==> config.mk <==
export PLATFORM = sky130hd
export DESIGN_NAME = pwm_multi
export DESIGN_NICKNAME = d
export VERILOG_FILES = /design/src/rtl/pwm_multi.sv
export SDC_FILE = /design/constraint.sdc
export NUM_CORES = 1
export LEC_CHECK = 0
export CAP_MARGIN = 20
export CORE_MARGIN = 4
export CORE_UTILIZATION = 50
export DETAILED_ROUTE_END_ITERATION = 8
export GPL_ROUTABILITY_DRIVEN = 0
export PLACE_DENSITY = 0.74
export SYNTH_ARGS = -nofsm -noshare
export SYNTH_HDL_FRONTEND = slang
export SYNTH_SLANG_ARGS = --single-unit
==> constraint.sdc <==
create_clock -name clk -period 2.6 [get_ports clk]
set_input_delay 0.52 -clock clk [delete_from_list [all_inputs] [get_ports clk]]
set_output_delay 0.52 -clock clk [all_outputs]
set_load 0.05 [all_outputs]
==> src/rtl/pwm_multi.sv <==
// Multi-channel PWM generator: one shared prescaled period counter, per-channel
// shadowed duty registers applied at the period boundary. Optional centre-aligned
// (up/down) counting is compiled in when PWM_MULTI_CENTER_EN is defined.
module pwm_multi #(
    parameter int WIDTH      = 8,
    parameter int CHANNELS   = 4,
    parameter int PRESCALE_W = 8
) (
    input  logic                  clk,
    input  logic                  rst_n,
    input  logic                  en,
    input  logic [PRESCALE_W-1:0] prescale,
    input  logic [WIDTH-1:0]      period,
    input  logic [CHANNELS-1:0]   duty_wr,
    input  logic [WIDTH-1:0]      duty_in,
    input  logic                  center,
    output logic [CHANNELS-1:0]   pwm_o,
    output logic                  period_start
);

    localparam logic [WIDTH-1:0]      CNT_ONE   = WIDTH'(1);
    localparam logic [PRESCALE_W-1:0] PRESC_ONE = PRESCALE_W'(1);

    logic [PRESCALE_W-1:0] presc_cnt;
    logic [WIDTH-1:0]      cnt;
    logic [WIDTH-1:0]      cnt_nxt;
    logic [WIDTH-1:0]      period_act;
    logic [WIDTH-1:0]      duty_sh  [CHANNELS];
    logic [WIDTH-1:0]      duty_act [CHANNELS];
    logic [CHANNELS-1:0]   duty_hit;
    logic                  tick;
    logic                  wrap;

`ifdef PWM_MULTI_CENTER_EN
    typedef enum logic {
        DIR_UP   = 1'b0,
        DIR_DOWN = 1'b1
    } dir_t;

    dir_t dir;
    dir_t dir_nxt;
    logic center_act;
`else
    logic unused_center;
    assign unused_center = center;
`endif

    // Prescaler tick; the >= compare lets a smaller prescale take effect at once.
    assign tick = en && (presc_cnt >= prescale);

    // NOTE: every combinational output gets a default first so no path leaves it
    // unassigned, which would otherwise infer a latch.
    always_comb begin
        cnt_nxt = cnt;
        wrap    = 1'b0;
`ifdef PWM_MULTI_CENTER_EN
        dir_nxt = dir;
        if (tick) begin
            if (center_act) begin
                if (dir == DIR_UP) begin
                    if (cnt >= period_act) begin
                        // A top of 0 or 1 means the next step down already lands on 0.
                        if (period_act <= CNT_ONE) begin
                            cnt_nxt = '0;
                            wrap    = 1'b1;
                        end else begin
                            cnt_nxt = cnt - CNT_ONE;
                            dir_nxt = DIR_DOWN;
                        end
                    end else begin
                        cnt_nxt = cnt + CNT_ONE;
                    end
                end else begin
                    if (cnt <= CNT_ONE) begin
                        cnt_nxt = '0;
                        dir_nxt = DIR_UP;
                        wrap    = 1'b1;
                    end else begin
                        cnt_nxt = cnt - CNT_ONE;
                    end
                end
            end else if (cnt == period_act) begin
                cnt_nxt = '0;
                wrap    = 1'b1;
            end else begin
                cnt_nxt = cnt + CNT_ONE;
            end
        end
`else
        if (tick) begin
            if (cnt == period_act) begin
                cnt_nxt = '0;
                wrap    = 1'b1;
            end else begin
                cnt_nxt = cnt + CNT_ONE;
            end
        end
`endif
    end

    always_comb begin
        duty_hit = '0;
        for (int i = 0; i < CHANNELS; i++) begin
            duty_hit[i] = (cnt < duty_act[i]);
        end
    end

    // NOTE: sequential state uses non-blocking assignments so every register
    // samples the pre-edge values regardless of statement order.
    always_ff @(posedge clk or negedge rst_n) begin
        if (!rst_n) begin
            presc_cnt    <= '0;
            cnt          <= '0;
            period_act   <= '0;
            period_start <= 1'b0;
            pwm_o        <= '0;
        end else if (!en) begin
            // Idle: keep reloading so the first period after enable is current.
            presc_cnt    <= '0;
            cnt          <= '0;
            period_act   <= period;
            period_start <= 1'b0;
            pwm_o        <= '0;
        end else begin
            presc_cnt    <= tick ? '0 : presc_cnt + PRESC_ONE;
            cnt          <= cnt_nxt;
            period_start <= wrap;
            pwm_o        <= duty_hit;
            if (wrap) begin
                period_act <= period;
            end
        end
    end

`ifdef PWM_MULTI_CENTER_EN
    always_ff @(posedge clk or negedge rst_n) begin
        if (!rst_n) begin
            dir        <= DIR_UP;
            center_act <= 1'b0;
        end else if (!en) begin
            dir        <= DIR_UP;
            center_act <= center;
        end else begin
            dir <= dir_nxt;
            if (wrap) begin
                center_act <= center;
            end
        end
    end
`endif

    // NOTE: the duty arrays are a handful of flops, not a RAM, so clearing them
    // in reset is cheap and keeps the outputs defined from the first cycle.
    always_ff @(posedge clk or negedge rst_n) begin
        if (!rst_n) begin
            for (int i = 0; i < CHANNELS; i++) begin
                duty_sh[i]  <= '0;
                duty_act[i] <= '0;
            end
        end else begin
            for (int i = 0; i < CHANNELS; i++) begin
                // duty_act takes the pre-edge shadow, so a write on the wrap edge waits one period.
                if (!en || wrap) begin
                    duty_act[i] <= duty_sh[i];
                end
                if (duty_wr[i]) begin
                    duty_sh[i] <= duty_in;
                end
            end
        end
    end

endmodule
After elaboration in Yosys (flattened, before gate mapping)
Cells that the tools add are included. Widths: inputs -> output; s select.

Output and inout port bits: 5. Word-level logic and storage cells: 37. Register bits: 93. Input bits: 32.

Reductions and logical operators: 3. Order comparisons: 5. Equality and inequality tests: 3. Mux-type cells: 11. Add/sub/neg operators: 2.

Operators by type and width (count): $mux 8 (7); $lt 8x8->1 (4); $add 8x1->8 const B (2); $eq 8x8->1 (1); $ge 8x8->1 (1); $mux 4 (1); $ne 2x1->1 const B (2); $mux 1 (3); $logic_and 1x1->1 (1); $logic_not 1->1 (1); $logic_or 1x1->1 (1).

Depth between registers and ports, before layout
Gate-level depths: netlist of run 1.

Word-level depth: 5. Gate-level depth with buffers: 8. Gate-level depth less buffers: 7.

Least setup slack after synthesis of run 1
Ideal clock, no wire load.

Kind: input port to flip-flop. Start point: input port prescale[4]. End point: register duty_act[11] (netlist bit). Path buffers: 1. Slack: 0.188 ns. Arrival: 2.287 ns. Library setup time: 0.125 ns. Stages on the path: 8. Data required time: 2.475 ns. Cells stage by stage: inv_1 ha_1 a21o_1 a221o_1 a41o_1 a21oi_4 buf_6 mux2_2.

Word-level cells in the longest chain between the ends: 4.

RTL lines: start, declared (line 12) `input logic [PRESCALE_W-1:0] prescale,`; $ge 8x8->1 (line 49) `assign tick = en && (presc_cnt >= prescale);`; $logic_and 1x1->1 (line 49); $mux 1 (line 90) `if (tick) begin`; $logic_or 1x1->1 (line 163) `if (!en || wrap) begin`; end signal, assigned by index (line 164) `duty_act[i] <= duty_sh[i];`; end, declared (line 29) `logic [WIDTH-1:0] duty_act [CHANNELS];`.

No other way between the ends. A chain may end at the register's enable or synchronous reset.

Final worst setup path of run 1
Start point: input port prescale[2]. End point: register duty_act[20] (netlist bit).

Same word-level chain as after synthesis.

==> Implementation_results.wiki, run 1 <==
{| class="wikitable"
! Metric !! Value
|-
| Antenna diodes || 0
|-
| Drt total wl || a little under 9000 um
|-
| Core occupancy in the finished layout || around 62%
|-
| Synth area leaders || dfrtp_1 50%, mux2_2 17%, ha_1 10%
|-
| Worst-path fanout max || 12
|-
| Die Outline Area || roughly 11000 um^2
|-
| Peak supply drop || around 400 uV
|-
| Detailed placer's ending HPWL || approximately 6200 um
|-
| Avg Cell Area, Syn || about 12 um^2
|-
| Synth Cell Area || ~4600 um^2
|-
| DRT Pass-1 Iters || 4
|-
| Number of buffers inserted by hold repair at cts || 0
|-
| Post-synth EDFFs || 0
|-
| Maximum number of pins on one net before global-route repair || 43
|-
| Sequential cell area fraction in the yosys report || between 50% and 60%
|-
| Number of buffers on the longest clock path || 2
|-
| DRC violations left || 0
|-
| Final setup vio count || 0
|-
| Post-synthesis net count || 445
|-
| Setup repair after global routing missed its margin || false
|-
| First-pass GRT wire length || between 15000 and 20000 um
|-
| Count of clock tree sinks || 93
|-
| Relative slew slack || between 60 and 70%
|-
| Count of input and output buffers || 35
|-
| PD cells || between 600 and 700 nW/um^2
|-
| Most common flop cell mapped by yosys || dfrtp_1
|-
| P_leak || roughly 2.7 nW
|-
| Count of different cell masters after synthesis || 36
|-
| Root buffer cell || clkbuf_8
|-
| Type of origin of the critical path || input port
|-
| Initial antenna violation count || 0
|-
| Standard-cell rows || 34
|-
| Number of warning messages in the yosys log || 0
|-
| Final routed wire length divided by cell count || between 15 and 20 um
|-
| Layout-stage area growth over the synthesis result || 19.0%
|-
| Path type of the worst min-delay path || input port to async pin
|-
| Synth Register Bits || 93
|-
| Kind of capture point of the worst setup path || register
|-
| Gate Count Post-Synth || 375
|-
| Die span in x || 104 um
|-
| Final hold violation count || 0
|-
| Net count reported at finish || between 400 and 500
|-
| Iter 0 DRT Violations || approximately 110
|-
| Slew of the pin with the lowest slew margin || 0.531 ns
|-
| Depth of the worst register-to-register path || 8
|-
| Worst path required time || approximately 2.8 ns
|-
| Top cell type by total area after synthesis || dfrtp_1
|-
| TritonCTS clock tree || yes
|-
| Die Y || around 100 um
|-
| Number of pins with negative max-slew slack in the final report || 0
|-
| Design Area, Final || between 5000 and 6000 um^2
|-
| Total CTS buffers || 9
|-
| Number of vias after detailed routing || between 2k and 3k
|-
| Final period utilization || between 90 and 100%
|-
| Cell area after placement || between 5000 and 6000 um^2
|-
| Vias per Instance || 5.49
|-
| Worst Clk Skew || around 0.0073 ns
|-
| Run status || complete, no violations
|-
| Global-route congestion overflow total || 0
|-
| Placeable core region || around 8800 um^2
|-
| Vias in the first global route || roughly 3k
|-
| Latest clock arrival within the worst-skew pair || roughly 0.35 ns
|-
| ANT nets after route || 0
|-
| Critical Setup Path Class || input port to register
|-
| CTS H-Tree Depth || 3
|-
| Min Clock Period, post-route || 2.51 ns
|-
| Fraction of registers with async set/reset || 100%
|-
| Maximum Capacitance Violations || 0
|-
| Initial Util || between 50% and 60%
|-
| Share of cells above drive strength 1 || 24.8%
|-
| CTS clock-pin slew for the worst setup and hold paths || roughly 0.09 ns
|-
| Data arrival, critical path || roughly 2.8 ns
|-
| Total I/O pin count || 37
|-
| Yosys top cell area share || between 50% and 60%
|-
| Top achievable clock speed || 0.398 GHz
|-
| Overall global routing resource usage || 17.3%
|}
==> path summary, 6_finish.rpt <==
path	startpoint	end	slack (ns)
setup / recovery	prescale[2]	duty_act[20]	0.09
hold / removal	rst_n	duty_sh[18]	0.07
setup reg to reg	presc_cnt[5]	duty_act[20]	0.09
hold reg to reg	duty_sh[9]	duty_act[9]	0.49
max in group asynchronous	rst_n	pwm_o[0]	1.86
min in group clk	duty_sh[9]	duty_act[9]	0.49
==> area by class of cell <==
cell class | instances | area, um^2
flip-flops and latches | 93 | 2330
well taps | 108 | 135
fillers | 693 | 3340
clock inverters | 6 | 87.6
multi-input cells | 228 | 2100
clock buffers | 10 | 128
repair buffers | 52 | 576
inverters | 42 | 158
==> registers in the layout, indices dropped and copies added (netlist names) <==
name	flops
duty_act	32
presc_cnt	8
period_act	8
pwm_o	4
period_start	1
duty_sh	32
cnt	8
==> routing by layer <==
metal | up-vias | track usage, % | routed length [um]
met3 | 4 | 4.72 | 413
met1 | 1472 | 22.1 | 4020
li1 | 1422 | - | -
met2 | 60 | 29.5 | 4390
met4 | 0 | 4.18 | 81
met5 | - | 0 | 0
==> metrics by stage <==
stage	worst slack, ns	setup TNS [ns]	hold slack, ns	instances	power (mW)
2_1_floorplan	0.188	0	0.224	375	2.12
3_3_place_gp	-0.414	-16.78	0.446	517	2.32
3_5_place_dp	-0.448	-18.77	0.455	517	2.35
4_1_cts	-0.0267	-0.148	0.0606	535	3.40
5_1_grt	0.0000167	0	0.0692	539	3.57
6_report	0.0858	0	0.0679	539	3.38
==> critical path, cell delays in order <==
cell and delay (ns):
clkdlybuf4s50_1 0.46, inv_1 0.04, ha_1 0.29, a21oi_1 0.14, o21ai_1 0.11, a41o_1 0.30
a21oi_4 0.23, buf_6 0.15, clkbuf_16 0.16, mux2_2 0.33
==> layout by cell type, fill, tap and decap left out, types with 7 or more instances in the layout <==
cell type	n
o21ai_0	8
inv_1	42
dfrtp_1	93
nand2_1	10
buf_4	9
clkdlybuf4s50_1	29
a21oi_1	10
nand2b_1	8
mux2_4	7
nor2_1	8
mux2_2	63
clkbuf_8	9
xnor2_1	9
ha_1	38
==> synthesized netlist by cell type, types with 2 or more instances <==
cell type	instances
a2111oi_0	4
a21o_1	6
a21oi_1	10
a2bb2oi_1	4
a311oi_1	4
and2_1	2
and3_1	6
buf_6	4
clkbuf_1	7
dfrtp_1	93
ha_1	38
inv_1	42
mux2_1	2
mux2_2	70
nand2_1	10
nand2b_1	8
nand3_1	6
nand4_1	4
nor2_1	8
o21a_1	6
o21ai_0	9
or4_1	6
xnor2_1	9
xor2_1	5
==> power by group <==
| group | internal, mW | switching, mW | total, mW |
|---|---|---|---|
| combinational | 0.339 | 0.291 | 0.629 |
| sequential | 1.60 | 0.118 | 1.72 |
| clock | 0.540 | 0.485 | 1.02 |
| total | 2.48 | 0.893 | 3.38 |
==> logic make-up after synthesis <==
logic type      Yosys count  share of synthesized area, %
flops                    93                          50.3
mux                      72                          17.5
simple gates             55                          6.49
buf+inv                  54                          5.05
compound gates           49                          7.76
fa+ha+maj                38                          10.3
xor+xnor                 14                          2.65
==> repair_timing <==
action | CTS | global route
pin swaps | 2 | 4
buffers inserted | 1 | 4
gates cloned | 1 | 1
setup endpoints to repair | 36 | 36
resized for setup | 8 | 12
Power figures use the tool's default switching activity.
==> inputs of run 2 (changes only) <==
--- a/config.mk
+++ b/config.mk
@@ -5,6 +5,7 @@
 export SDC_FILE = /design/constraint.sdc
 export NUM_CORES = 1
 export LEC_CHECK = 0
+export ABC_AREA = 0
 export CAP_MARGIN = 20
 export CORE_MARGIN = 4
 export CORE_UTILIZATION = 50
==> results of run 2 <==
The final DEF is identical to that of run 1; final timing and power are the same.
==> inputs of run 3 (changes only) <==
--- a/config.mk
+++ b/config.mk
@@ -11,7 +11,7 @@
 export CORE_UTILIZATION = 50
 export DETAILED_ROUTE_END_ITERATION = 8
 export GPL_ROUTABILITY_DRIVEN = 0
-export PLACE_DENSITY = 0.74
+export PLACE_DENSITY = 0.8
 export SYNTH_ARGS = -nofsm -noshare
 export SYNTH_HDL_FRONTEND = slang
 export SYNTH_SLANG_ARGS = --single-unit
==> run 3 against run 2 <==
Net effect:
- clock skew grew 0.0092 ns
- global-route usage rose by 1.2 points
- die area did not move
- via count increased by 2.2%
- fmax down 1.2%
- combinational power rose by 7.2%
- flip-flop and latch count is the same
- cell count grew 0.56%
- count of clock-buffer cells in the layout rose by 1
- critical path type unchanged
- highest routed layer unchanged
==> Implementation_results.wiki, run 3 (synthesis results as in run 1) <==
{| class="wikitable"
! Metric !! Value
|-
| Run status || complete, no violations
|-
| DRC violations left || 0
|-
| Die Y || approximately 100 um
|-
| Internal || approximately 2.5 mW
|-
| Die span in x || between 100 and 150 um
|-
| Power share of the sequential group || between 50% and 60%
|-
| Total CTS buffers || 9
|-
| Number of vias after detailed routing || about 3.0k
|-
| Latest clock arrival within the worst-skew pair || between 0.3 and 0.4 ns
|-
| Pre-CTS setup slack || -0.427 ns
|-
| Antenna diodes || 0
|-
| Share of cells above drive strength 1 || roughly 28%
|-
| Vias in the first global route || between 3k and 4k
|-
| Path type of the worst min-delay path || input port to async pin
|-
| Iter 0 DRT Violations || ~140
|-
| Slowest CP cell || clkdlybuf4s50_1
|-
| TritonCTS clock tree || yes
|-
| Total negative slack for setup checks || 0 ns
|-
| Critical Setup Path Class || input port to register
|-
| Top cell family by delay on the critical path || compound AO/OA/AOI/OAI gates
|-
| Top achievable clock speed || a little under 0.4 GHz
|-
| Final period utilization || slightly below 100%
|-
| Slew of the pin with the lowest slew margin || 0.630 ns
|-
| Die Outline Area || between 10000 and 15000 um^2
|-
| Placeable core region || 8850 um^2
|-
| Initial antenna violation count || 0
|-
| Data arrival, critical path || 2.79 ns
|-
| Kind of capture point of the worst setup path || register
|-
| Commonest non-fill, non-tap cells in the layout || 93 x dfrtp_1, 55 x mux2_2, 39 x inv_1, 34 x ha_1, 30 x clkdlybuf4s50_1
|-
| Total I/O pin count || 37
|-
| Detailed placer's ending HPWL || between 6000 and 7000 um
|-
| Minimum setup slack in the final design || about 0.056 ns
|-
| Number of filler cells placed in the layout || between 600 and 700
|-
| Peak supply drop || ~400 uV
|-
| Design Area, Final || around 5700 um^2
|-
| Comb power frac || roughly 20%
|-
| Area of the multi-input gates || 2180 um^2
|-
| Worst path required time || roughly 2.8 ns
|-
| Number of pins with negative max-slew slack in the final report || 0
|-
| Switching power of the nets || 0.936 mW
|-
| Hold_ws || roughly 0.17 ns
|-
| Largest registers ranked by flip-flop count || duty_act: 32 flops, duty_sh: 32 flops
|-
| Standard-cell rows || 34
|-
| Final hold violation count || 0
|-
| Switching share of power || 27.5%
|-
| Type of origin of the critical path || input port
|-
| CTS clock-pin slew for the worst setup and hold paths || roughly 0.09 ns
|-
| Vias per Instance || approximately 5.6
|-
| Global-route congestion overflow total || 0
|-
| P_leak || roughly 2.7 nW
|-
| Initial Util || between 50% and 60%
|-
| DRT Pass-1 Iters || 4
|-
| CTS H-Tree Depth || 3
|-
| First-pass GRT wire length || 16100 um
|-
| ANT nets after route || 0
|-
| Cell area after placement || a little over 5000 um^2
|-
| Relative slew slack || approximately 58%
|-
| Net count reported at finish || roughly 500
|-
| PD cells || roughly 600 nW/um^2
|-
| Overall global routing resource usage || a little under a fifth
|-
| Root buffer cell || clkbuf_8
|-
| Most common cell type on the critical path || buf_12
|-
| Min Clock Period, post-route || between 2 and 3 ns
|-
| Final routed wire length divided by cell count || 17.9 um
|-
| Final setup vio count || 0
|-
| Number of buffers on the longest clock path || 2
|-
| Setup repair after global routing missed its margin || true
|-
| Sum of internal, switching and leakage power || 3.41 mW
|-
| Maximum Capacitance Violations || 0
|-
| Proportion of power drawn by the clock network || 29.5%
|-
| Worst-path fanout max || 7
|-
| Count of clock tree sinks || 93
|-
| Critical path cell sequence || clkdlybuf4s50_1 > inv_1 > ha_2 > a21o_1 > a221o_1 > a41o_1 > a21oi_4 > buf_12 > buf_12 > buf_16 > mux2_2
|-
| Worst Clk Skew || around 0.016 ns
|-
| Most common cell after layout, fill and taps aside || dfrtp_1
|-
| Layout-stage area growth over the synthesis result || 22.2%
|-
| Maximum number of pins on one net before global-route repair || around 50
|-
| Count of input and output buffers || 35
|-
| Storage element area || roughly 2300 um^2
|-
| Largest stage delay on the critical path || 0.45 ns
|-
| Number of buffers inserted by hold repair at cts || 0
|-
| Drt total wl || about 9700 um
|-
| Crit path buffers/inverters || 5
|}
==> run 3: cell count changes in the layout (fill, tap and decap cells not counted), moves of 2 or more <==
cell,previous run,this run
dlymetal6s2s_1,2,0
ha_4,0,3
inv_1,42,39
mux2_4,7,17
ha_1,38,34
mux2_1,2,0
buf_16,1,3
clkbuf_8,9,11
inv_2,0,3
mux2_2,63,55
==> run 3: final cells by class <==
class	instances	share of cell area, %
flip-flops and latches	93	41.2
multi-input cells	228	38.5
repair buffers	55	11.5
inverters	42	2.79
clock buffers	11	2.68
well taps	108	2.39
clock inverters	5	1.04
==> run 3: stage by stage <==
step	util (%)	cells
2_1_floorplan	-	375
3_3_place_gp	58.2	516
3_5_place_dp	58.2	516
4_1_cts	63.5	543
5_1_grt	63.9	542
6_report	63.9	542
==> run 3: metal layers <==
layer,wire (um),up-vias,GRT usage [%]
li1,-,1431,-
met1,4420,1518,24.4
met2,4860,67,31.0
met3,342,8,4.22
met4,64,0,5.03
met5,0,-,0
==> run 3: power by group through the flow <==
stage          Clock (mW)  Sequential [mW]  Combinational (mW)
4_1_cts              1.02             1.73               0.659
6_report             1.00             1.73               0.674
3_3_place_gp            0             1.74               0.570
2_1_floorplan           0             1.74               0.385
5_1_grt              1.09             1.75               0.755
3_5_place_dp            0             1.75               0.603
==> run 3: what timing repair did <==
| action | in CTS | in global routing |
|---|---|---|
| gates cloned | 3 | 1 |
| setup endpoints to repair | 38 | 40 |
| pin swaps | 7 | 3 |
| buffers inserted | 8 | 0 |
| gates resized for setup | 29 | 9 |
==> run 3: worst paths after layout <==
check / startpoint / end / slack (ns) / cells past startpoint
max: prescale[3] / duty_act[23] / 0.06 / 11
max reg2reg: presc_cnt[5] / duty_act[23] / 0.11 / 9
min in group clk: duty_sh[21] / duty_act[21] / 0.51 / 1
max in group asynchronous: rst_n / presc_cnt[2] / 1.75 / 2
min reg2reg: duty_sh[21] / duty_act[21] / 0.51 / 1
min: rst_n / duty_sh[26] / 0.17 / 1
